--- config.mk ---
export PLATFORM = sky130hd
export DESIGN_NAME = scanline_pos_gen
export DESIGN_NICKNAME = d
export VERILOG_FILES = /design/src/rtl/scanline_pos_gen.sv
export SDC_FILE = /design/constraint.sdc
export NUM_CORES = 1
export LEC_CHECK = 0
export BUFFER_PORTS_ARGS = -buffer_cell sky130_fd_sc_hd__buf_2
export CORE_MARGIN = 2
export CORE_UTILIZATION = 40
export DETAILED_ROUTE_END_ITERATION = 6
export GPL_ROUTABILITY_DRIVEN = 0
export GPL_TIMING_DRIVEN = 0
export SKIP_CTS_REPAIR_TIMING = 1
export SLEW_MARGIN = 20
export SYNTH_ARGS = -nofsm -noshare
export SYNTH_HDL_FRONTEND = slang
export SYNTH_SLANG_ARGS = --single-unit
--- constraint.sdc ---
create_clock -name VCLK_i -period 2.2 [get_ports VCLK_i]
set_clock_uncertainty 0.2 [all_clocks]
set_input_delay 0.11 -clock VCLK_i [delete_from_list [all_inputs] [get_ports VCLK_i]]
set_output_delay 0.11 -clock VCLK_i [all_outputs]
set_load 0.005 [all_outputs]
--- src/rtl/scanline_pos_gen.sv ---
// scanline_pos_gen: per-line fractional source position, cycle-aligned with the delayed video/sync bus.
// Optional feature macro SL_POS_FIELD_OFS_EN: odd fields start half an output-line step lower.
`ifndef VDATA_O_CO_SLICE
`define VDATA_O_CO_SLICE 23:0
`endif

module scanline_pos_gen #(
    parameter int ACC_INT_WIDTH = 4,
    parameter int PIPE_DELAY    = 2
) (
    input  logic                         VCLK_i,
    input  logic                         nVRST_i,
    input  logic                         HSYNC_i,
    input  logic                         VSYNC_i,
    input  logic                         DE_i,
    input  logic [`VDATA_O_CO_SLICE]     vdata_i,
    input  logic [ACC_INT_WIDTH+7:0]     v_step_i,
    input  logic [7:0]                   v_offset_i,
    input  logic                         field_i,
    output logic                         HSYNC_o,
    output logic                         VSYNC_o,
    output logic                         DE_o,
    output logic [`VDATA_O_CO_SLICE]     vdata_o,
    output logic [7:0]                   sl_rel_pos_o,
    output logic                         frame_start_o
);
    localparam int AW = ACC_INT_WIDTH + 8;

    logic                     r_vs_q;
    logic                     r_de_q;
    logic [AW-1:0]            r_acc;
    logic [AW-1:0]            r_step_l;
    logic [PIPE_DELAY-1:0]    r_hs;
    logic [PIPE_DELAY-1:0]    r_vs;
    logic [PIPE_DELAY-1:0]    r_de;
    logic [PIPE_DELAY-1:0]    r_fs;
    logic [`VDATA_O_CO_SLICE] r_vd  [PIPE_DELAY];
    logic [7:0]               r_pos [PIPE_DELAY];

    logic                     w_vs_fall;
    logic                     w_de_rise;
    logic                     w_de_fall;
    logic [AW-1:0]            w_start;

    assign w_vs_fall = ~VSYNC_i & r_vs_q;
    assign w_de_rise = DE_i & ~r_de_q;
    assign w_de_fall = ~DE_i & r_de_q;

`ifdef SL_POS_FIELD_OFS_EN
    assign w_start = {{ACC_INT_WIDTH{1'b0}}, v_offset_i} + (field_i ? (v_step_i >> 1) : '0);
`else
    logic w_unused_field;
    assign w_unused_field = field_i;
    assign w_start = {{ACC_INT_WIDTH{1'b0}}, v_offset_i};
`endif

    // Edge-detect history, per-frame step latch and the line position accumulator
    always_ff @(posedge VCLK_i or negedge nVRST_i) begin
        if (!nVRST_i) begin
            r_vs_q   <= 1'b0;
            r_de_q   <= 1'b0;
            r_acc    <= '0;
            r_step_l <= '0;
        end else begin
            r_vs_q <= VSYNC_i;
            r_de_q <= DE_i;
            if (w_vs_fall) begin
                r_acc    <= w_start;
                r_step_l <= v_step_i;
            end else if (w_de_fall) begin
                r_acc <= r_acc + r_step_l;
            end
        end
    end

    // Sync/DE/frame-start delay lines; syncs flush to their inactive-high level
    always_ff @(posedge VCLK_i or negedge nVRST_i) begin
        if (!nVRST_i) begin
            r_hs <= '1;
            r_vs <= '1;
            r_de <= '0;
            r_fs <= '0;
        end else begin
            r_hs <= {r_hs[PIPE_DELAY-2:0], HSYNC_i};
            r_vs <= {r_vs[PIPE_DELAY-2:0], VSYNC_i};
            r_de <= {r_de[PIPE_DELAY-2:0], DE_i};
            r_fs <= {r_fs[PIPE_DELAY-2:0], w_vs_fall};
        end
    end

    // Pixel delay line
    always_ff @(posedge VCLK_i or negedge nVRST_i) begin
        if (!nVRST_i) begin
            for (int k = 0; k < PIPE_DELAY; k++) r_vd[k] <= '0;
        end else begin
            r_vd[0] <= vdata_i;
            for (int k = 1; k < PIPE_DELAY; k++) r_vd[k] <= r_vd[k-1];
        end
    end

    // Position capture at line start; the first stage holds through blanking, the rest align it with DE_o
    always_ff @(posedge VCLK_i or negedge nVRST_i) begin
        if (!nVRST_i) begin
            for (int k = 0; k < PIPE_DELAY; k++) r_pos[k] <= '0;
        end else begin
            r_pos[0] <= w_de_rise ? (w_vs_fall ? w_start[7:0] : r_acc[7:0]) : r_pos[0];
            for (int k = 1; k < PIPE_DELAY; k++) r_pos[k] <= r_pos[k-1];
        end
    end

    assign HSYNC_o       = r_hs[PIPE_DELAY-1];
    assign VSYNC_o       = r_vs[PIPE_DELAY-1];
    assign DE_o          = r_de[PIPE_DELAY-1];
    assign frame_start_o = r_fs[PIPE_DELAY-1];
    assign vdata_o       = r_vd[PIPE_DELAY-1];
    assign sl_rel_pos_o  = r_pos[PIPE_DELAY-1];

endmodule

; ---- Yosys cells after proc, flatten, opt, wreduce, memory -nomap -nowiden
; Index checks and enable logic that the tools add are counted.
[word_totals]
register_bits = 98
latchBits = 0
ram_bits = 0
rom_bits = 0
input_bits = 50
word_cells = 23
mem_count = 0
[op_classes]
add_sub_neg = 1
n_mul = 0
n_div = 0
n_lt_le_gt_ge = 0
n_eq_ne = 0
shifts = 0
n_mux = 3
bitwise = 6
n_reduce_logical = 1
[ops]
columns = cell, count
row1 = $mux W12, 2
row2 = $add A12 B12 Y12, 1
row3 = $mux W8, 1
row4 = $and A1 B1 Y1, 3
row5 = $not A1 Y1, 3
row6 = $reduce_bool A2 Y1, 1

; ---- Logic depth before layout (Yosys ltp)
; Gate-level depths: netlist of the first run.
[depth]
ltp_word = 4
mapped_depth = 8

; ---- Worst setup path before layout of the first run
; Ideal clock, no wire load.
[synth_timing]
kind = reg-to-reg
start = reg r_acc[0]
end = reg r_acc[6]
setup_ns = 0.124
arrival_ns = 1.489
required_time_ns = 1.876
slack_ns = 0.387
stages_incl_launch_ff = 9
n_path_buf = 0
synth_period_minus_slack_ns = 1.813
path_cell_list = dfrtp_1 > ha_1 > inv_1 > fa_1 > nor2b_1 > o21a_1 > o21ai_2 > mux2i_1 > a21oi_1
[synth_between]
elab_chain_len = 3
[synth_rtl]
columns = item, line_no
row1 = "start, declared", 31  ; logic [AW-1:0] r_acc;
row2 = "start signal, assigned", 68  ; r_acc <= w_start;
row3 = "start signal, assigned", 71  ; r_acc <= r_acc + r_step_l;
row4 = $add A12 B12 Y12, 71
row5 = $mux W12, 70  ; end else if (w_de_fall) begin
row6 = $mux W12, 67  ; if (w_vs_fall) begin
; No other way between the ends. The select of a mux whose other input is x is not followed.
; A chain may end at the register's enable or synchronous reset.

; ---- Worst setup path in the final report of the first run
[layout_timing]
start = reg r_acc[0]
end = reg r_acc[4]
; Same word-level chain as after synthesis.

==> results of run 1 <==
synthesized netlist by cell type, types with 2 or more instances:
library cell                n  area [um^2]
sky130_fd_sc_hd__a21oi_1   12         60.1
sky130_fd_sc_hd__o21ai_1   12         60.1
sky130_fd_sc_hd__dfstp_2    4          105
sky130_fd_sc_hd__nor2b_1    4         25.0
sky130_fd_sc_hd__a21o_1     6         45.0
sky130_fd_sc_hd__a211oi_1   2         15.0
sky130_fd_sc_hd__inv_1      3         11.3
sky130_fd_sc_hd__buf_2      4         20.0
sky130_fd_sc_hd__nand2_1   37          139
sky130_fd_sc_hd__mux2i_1    7         70.1
sky130_fd_sc_hd__nor3_1     3         15.0
sky130_fd_sc_hd__nor3b_1    2         15.0
sky130_fd_sc_hd__nor2_1     3         11.3
sky130_fd_sc_hd__ha_1       7         87.6
sky130_fd_sc_hd__dfrtp_1   85         2130
sky130_fd_sc_hd__nand2b_1   3         18.8
sky130_fd_sc_hd__o21a_1     3         22.5
sky130_fd_sc_hd__buf_4     32          240
path summary, 6_finish.rpt:
check,depth (start not counted),to,from,slack [ns]
min in group VCLK_i,0,vdata_o[11],r_vd[35],0.15
setup / recovery,8,r_acc[4],r_acc[0],0.25
setup reg to reg,8,r_acc[4],r_acc[0],0.25
hold reg to reg,0,vdata_o[11],r_vd[35],0.15
hold / removal,2,vdata_o[8],nVRST_i,0.03
max in group asynchronous,3,r_vs[0],nVRST_i,1.11
final cells by class:
cell class | count | area (um^2) | share of cell area
Timing Repair Buffer | 125 | 871 | 0.195
Sequential cell | 89 | 2230 | 0.500
Tap cell | 102 | 128 | 0.0286
Inverter | 4 | 22.5 | 0.00505
Clock buffer | 11 | 131 | 0.0294
Buffer | 39 | 293 | 0.0656
Clock inverter | 5 | 62.6 | 0.0140
Multi-Input combinational cell | 115 | 723 | 0.162
routing by layer:
metal | up-vias | GRT usage | routed length (um)
li1 | 1057 | - | -
met2 | 67 | 0.226 | 2700
met5 | - | 0 | 0
met3 | 9 | 0.0487 | 374
met1 | 973 | 0.156 | 2560
met4 | 0 | 0.0507 | 80
logic make-up after synthesis:
group	after synthesis
buffers and inverters	43
muxes	7
AOI/OAI and AO/OA	40
and+or+nand+nor	58
adders and majority gates	8
xor gates and xnor gates	2
DFF	89
cells in the final DEF, fill, tap and decap left out, drive strengths merged, types with 3 or more instances in the layout:
cell type	count
clkbuf	13
buf	118
inv	6
nand2	37
nor2b	4
ha	7
dfrtp	85
o21a	3
nor3	3
a21oi	12
mux2i	7
nand2b	3
nor2	3
dlygate4sd3	44
o21ai	13
dfstp	4
a21o	6
sequential cells by signal, summed over array words and instances (netlist names), 8 cells and up:
| signal | flops |
|---|---|
| r_vd | 24 |
| sl_rel_pos_o | 8 |
| vdata_o | 24 |
| r_step_l | 8 |
| r_pos | 8 |
| r_acc | 8 |
metrics by stage:
step                      instances  setup slack [ns]  area [um^2]
after floorplan                 247             0.387         3270
after global placement          429            0.0882         3800
after detailed placement        430             0.241         3830
after CTS                       446             0.234         4020
after global routing            490            0.0476         4460
final                           490             0.245         4460
power groups by stage:
stage	Sequential, mW	Clock, mW	Combinational, mW
5_1_grt	1.95	1.22	0.831
2_1_floorplan	1.93	0	0.467
4_1_cts	1.92	1.14	0.674
6_report	1.92	1.09	0.725
3_5_place_dp	1.95	0	0.671
3_3_place_gp	1.94	0	0.649
critical path: stages (launching register included):
cell                       delay, ns
sky130_fd_sc_hd__dfrtp_1        0.38
sky130_fd_sc_hd__ha_1           0.20
sky130_fd_sc_hd__inv_1          0.06
sky130_fd_sc_hd__fa_1           0.37
sky130_fd_sc_hd__nor2b_1        0.16
sky130_fd_sc_hd__o21a_1         0.17
sky130_fd_sc_hd__nor3_1         0.05
sky130_fd_sc_hd__nand3b_1       0.15
sky130_fd_sc_hd__a21oi_1        0.14
==> Flow_metrics.wiki, run 1 <==
{| class="wikitable"
! Metric !! Value
|-
| Worst-path clk slew || 0.09 ns
|-
| I/O pin count || 86
|-
| Total wire length after detailed routing || 5.72 mm
|-
| CTS tree || built
|-
| Standby leakage power || 2.22 nW
|-
| Vias || 2106
|-
| CTS max path bufs || 2
|-
| F_max || 512 MHz
|-
| Share of the synthesized netlist area taken by xor and xnor gates || 0.00536
|-
| Sequential fraction of design power || 0.514
|-
| X dimension of the die || 94.4 um
|-
| Number of nets in the synthesized netlist || 305
|-
| Iter 0 DRT Violations || 35
|-
| Crit path kind || flip-flop to flip-flop
|-
| Worst slew margin relative to its limit || 0.710
|-
| Maximum number of pins on one net before global-route repair || 59
|-
| Antenna Nets Post-Route || 0
|-
| Number of distinct library cell variants in the gate-level netlist after synthesis || 36
|-
| Sum of overflow across all layers after global routing || 0
|-
| Setup TNS || 0 ns
|-
| Switching share of power || 0.262
|-
| Synth Instances || 247
|-
| Result of the run || finished clean
|-
| Share of power burned in combinational logic || 0.194
|-
| Final setup violation count || 0
|-
| Core box area || 7810 um^2
|-
| Root Buffer || sky130_fd_sc_hd__clkbuf_8
|-
| Internal power || 2.76 mW
|-
| Overall routing resource usage || 0.134
|-
| Proportion of power drawn by the clock network || 0.292
|-
| CP Launch Type || flip-flop
|-
| Net Switching || 978 uW
|-
| Number of optimization iterations in the first detailed-route pass || 4
|-
| Fraction of layout cells with a size suffix above 1 || 0.366
|-
| Fill cell count || 699
|-
| Clock latency reported for the late side of the worst-skew pair || 0.35 ns
|-
| RSZ-0062 raised after global routing || false
|-
| Post-layout nets || 441
|-
| Worst endpoint required time || 2.27 ns
|-
| Flip-flop and latch count after synthesis || 89
|-
| Arrival time worst endpoint || 2.02 ns
|-
| Via count normalized by instance count || 4.30
|-
| Global-route wire length before repair || 9.04 mm
|-
| Worst-path maximum fanout || 3
|-
| Number of global-route vias before repair || 2038
|-
| Standard-cell row count || 32
|-
| P per Cell Area || 837 nW/um^2
|-
| Synth Area per Inst || 13.2 um^2
|-
| Layout-stage area growth over the synthesis result || 36.5%
|-
| Final count of pins violating max slew || 0
|-
| Path class of the lowest-slack min-delay path || primary input to async pin
|-
| Starting Density || 0.419
|-
| Initial antenna violation count || 0
|-
| Dominant combinational cell family by area after synthesis || buffers and inverters
|-
| Clock Sink Count || 89
|-
| Post-synthesis sequential area ratio || 0.682
|-
| Total power consumption of the routed design || 3.74 mW
|-
| Antenna diodes || 0
|-
| Fin. Hold Viols || 0
|-
| Area of the die || 8920 um^2
|-
| Max-capacitance violation count || 0
|-
| Vertical die dimension || 94.4 um
|-
| Detailed placer's ending HPWL || 3.85 mm
|-
| Fraction of synthesized area in multiplexers || 0.0214
|-
| Slew at the pin closest to its max-slew limit || 0.434 ns
|-
| Quantity of I/O buffers inserted on ports || 80
|-
| Top FF cell, synth || sky130_fd_sc_hd__dfrtp_1
|-
| Number of enable-type register cells in the synthesized netlist || 0
|-
| Post-synth ARST share || 1.00
|-
| Post-Synth Adder-Cell Area || 0.0329
|-
| Number of H-tree branching levels || 3
|-
| TritonCTS Buffers || 9
|-
| Final cell utilization of the core || 0.572
|-
| Worst slack on hold paths || 0.0339 ns
|-
| Compound-Gate Fraction of Synth Area || 0.0757
|-
| Minimum clock period || 1.95 ns
|-
| Critical path endpoint category || flip-flop
|-
| Post-route DRC || 0
|-
| YS warnings || 0
|-
| Synthesized-area fraction occupied by and/or/nand/nor cells || 0.0857
|-
| Final critical-path share of the clock period || 0.888
|-
| Area of the mapped netlist || 3270 um^2
|-
| Maximum ir drop on the vdd rail || 0.313 mV
|-
| Average wire length per cell after detail routing || 11.7 um
|}
Note: power is estimated with default switching activity, not from simulation.
==> run 2, diff against run 1 <==
PLACE_DENSITY = 0.66   (was default)
clock period = 1.6 ns   (was 2.2 ns; I/O delays follow)
==> run 2 against run 1 <==
The run now ends with negative setup slack left. Critical endpoint is now r_acc[6]. Sequential power rose by 39%. Fmax rose by 3.6%. Largest power group unchanged. Count of clock-buffer cells in the layout did not move. Via count fell by 1.0%.
==> Flow_metrics.wiki, run 2 (same netlist as run 1, synthesis figures left out) <==
{| class="wikitable"
! Metric !! Value
|-
| Overall routing resource usage || 0.135
|-
| Initial antenna violation count || 0
|-
| F_max || 530 MHz
|-
| CP Launch Type || flip-flop
|-
| Slack of the worst reg-to-reg path || -0.29 ns
|-
| Root Buffer || sky130_fd_sc_hd__clkbuf_8
|-
| Fin. Hold Viols || 0
|-
| Vias || 2085
|-
| Crit path kind || flip-flop to flip-flop
|-
| Path class of the lowest-slack min-delay path || primary input to async pin
|-
| Final critical-path share of the clock period || 1.18
|-
| Standby leakage power || 2.24 nW
|-
| Finished Cell Area || 4580 um^2
|-
| Worst endpoint required time || 1.64 ns
|-
| Number of H-tree branching levels || 3
|-
| Post-route DRC || 0
|-
| RSZ-0062 raised after global routing || true
|-
| X dimension of the die || 94.4 um
|-
| Number of optimization iterations in the first detailed-route pass || 4
|-
| CTS max path bufs || 2
|-
| Core box area || 7810 um^2
|-
| TritonCTS Buffers || 9
|-
| I/O pin count || 86
|-
| CTS tree || built
|-
| Setup WS pre-CTS || -0.384 ns
|-
| Slew at the pin closest to its max-slew limit || 0.527 ns
|-
| Number of global-route vias before repair || 1928
|-
| Commonest non-fill, non-tap cell in the layout || sky130_fd_sc_hd__dfrtp_1
|-
| Minimum clock period || 1.89 ns
|-
| Quantity of I/O buffers inserted on ports || 80
|-
| Maximum ir drop on the vdd rail || 0.516 mV
|-
| Setup TNS || -1.13 ns
|-
| Area post-placement || 3860 um^2
|-
| Critical path endpoint category || flip-flop
|-
| Total wire length after detailed routing || 5.86 mm
|-
| Via count normalized by instance count || 4.23
|-
| Antenna diodes || 0
|-
| Fraction of layout cells with a size suffix above 1 || 0.402
|-
| Antenna Nets Post-Route || 0
|-
| Starting Density || 0.419
|-
| Final worst setup slack || -0.287 ns
|-
| Vertical die dimension || 94.4 um
|-
| Sum of overflow across all layers after global routing || 0
|-
| Worst-path clk slew || 0.09 ns
|-
| CP startpoint || r_acc[0]
|-
| Clock Sink Count || 89
|-
| Final count of pins violating max slew || 0
|-
| Final cell utilization of the core || 0.587
|-
| Worst-path maximum fanout || 3
|-
| Most used cells in the layout excluding fill and tap cells || 84 x sky130_fd_sc_hd__dfrtp_1, 83 x sky130_fd_sc_hd__buf_2, 44 x sky130_fd_sc_hd__dlygate4sd3_1
|-
| Layout-stage area growth over the synthesis result || 40.1%
|-
| Detailed placer's ending HPWL || 3.92 mm
|-
| P per Cell Area || 1160 nW/um^2
|-
| Violated checks || negative setup slack
|-
| Placed cell count || 430
|-
| Global-route wire length before repair || 8.96 mm
|-
| Total power consumption of the routed design || 5.33 mW
|-
| Max-capacitance violation count || 0
|-
| Iter 0 DRT Violations || 74
|-
| Final setup violation count || 7
|-
| Result of the run || complete, but fails checks
|-
| Clock latency reported for the late side of the worst-skew pair || 0.36 ns
|-
| Post-layout nets || 444
|-
| Filler-free cell count of the finished design || 493
|-
| Worst slack on hold paths || 0.0441 ns
|-
| Standard-cell row count || 32
|-
| Maximum number of pins on one net before global-route repair || 50
|-
| Average wire length per cell after detail routing || 11.9 um
|-
| Worst flop-to-flop path startpoint || r_acc[0]
|-
| Area of the die || 8920 um^2
|-
| Worst slew margin relative to its limit || 0.649
|-
| Arrival time worst endpoint || 1.93 ns
|}
-- run 2: path summary, 6_finish.rpt --
check	to	depth (start not counted)
min in group VCLK_i	vdata_o[4]	0
max reg2reg	r_acc[6]	8
min reg2reg	vdata_o[4]	0
min	vdata_o[1]	2
max	r_acc[6]	8
max in group asynchronous	r_acc[1]	3
-- run 2: where the power goes --
part | switching, mW | leakage [nW] | internal [mW]
sequential | 0.160 | 1.05 | 2.50
combinational | 0.468 | 1.09 | 0.650
clock | 0.781 | 0.0962 | 0.773
-- run 2: cell type report --
cell class              count  area [um^2]
clock buffers              11          141
multi-input cells         115          810
clock inverters             5         62.6
plain buffers              39          293
fillers                   681         3220
repair buffers            128          893
flip-flops and latches     89         2230
inverters                   4         22.5
well taps                 102          128
-- run 2: routing by layer --
layer / GRT usage / routed length [um] / up-vias
met2: 0.217 / 2860 / 55
met3: 0.0471 / 306 / 9
met4: 0.0616 / 81 / 0
li1: - / - / 1067
met5: 0 / 0 / -
met1: 0.164 / 2610 / 954
-- run 2: critical path, cell delays in order, from the launching register on --
cell,delay [ns]
sky130_fd_sc_hd__dfrtp_1,0.42
sky130_fd_sc_hd__ha_4,0.16
sky130_fd_sc_hd__inv_2,0.03
sky130_fd_sc_hd__fa_2,0.34
sky130_fd_sc_hd__nor2b_2,0.15
sky130_fd_sc_hd__o21a_1,0.16
sky130_fd_sc_hd__o21ai_2,0.08
sky130_fd_sc_hd__mux2i_1,0.15
sky130_fd_sc_hd__a21oi_1,0.08
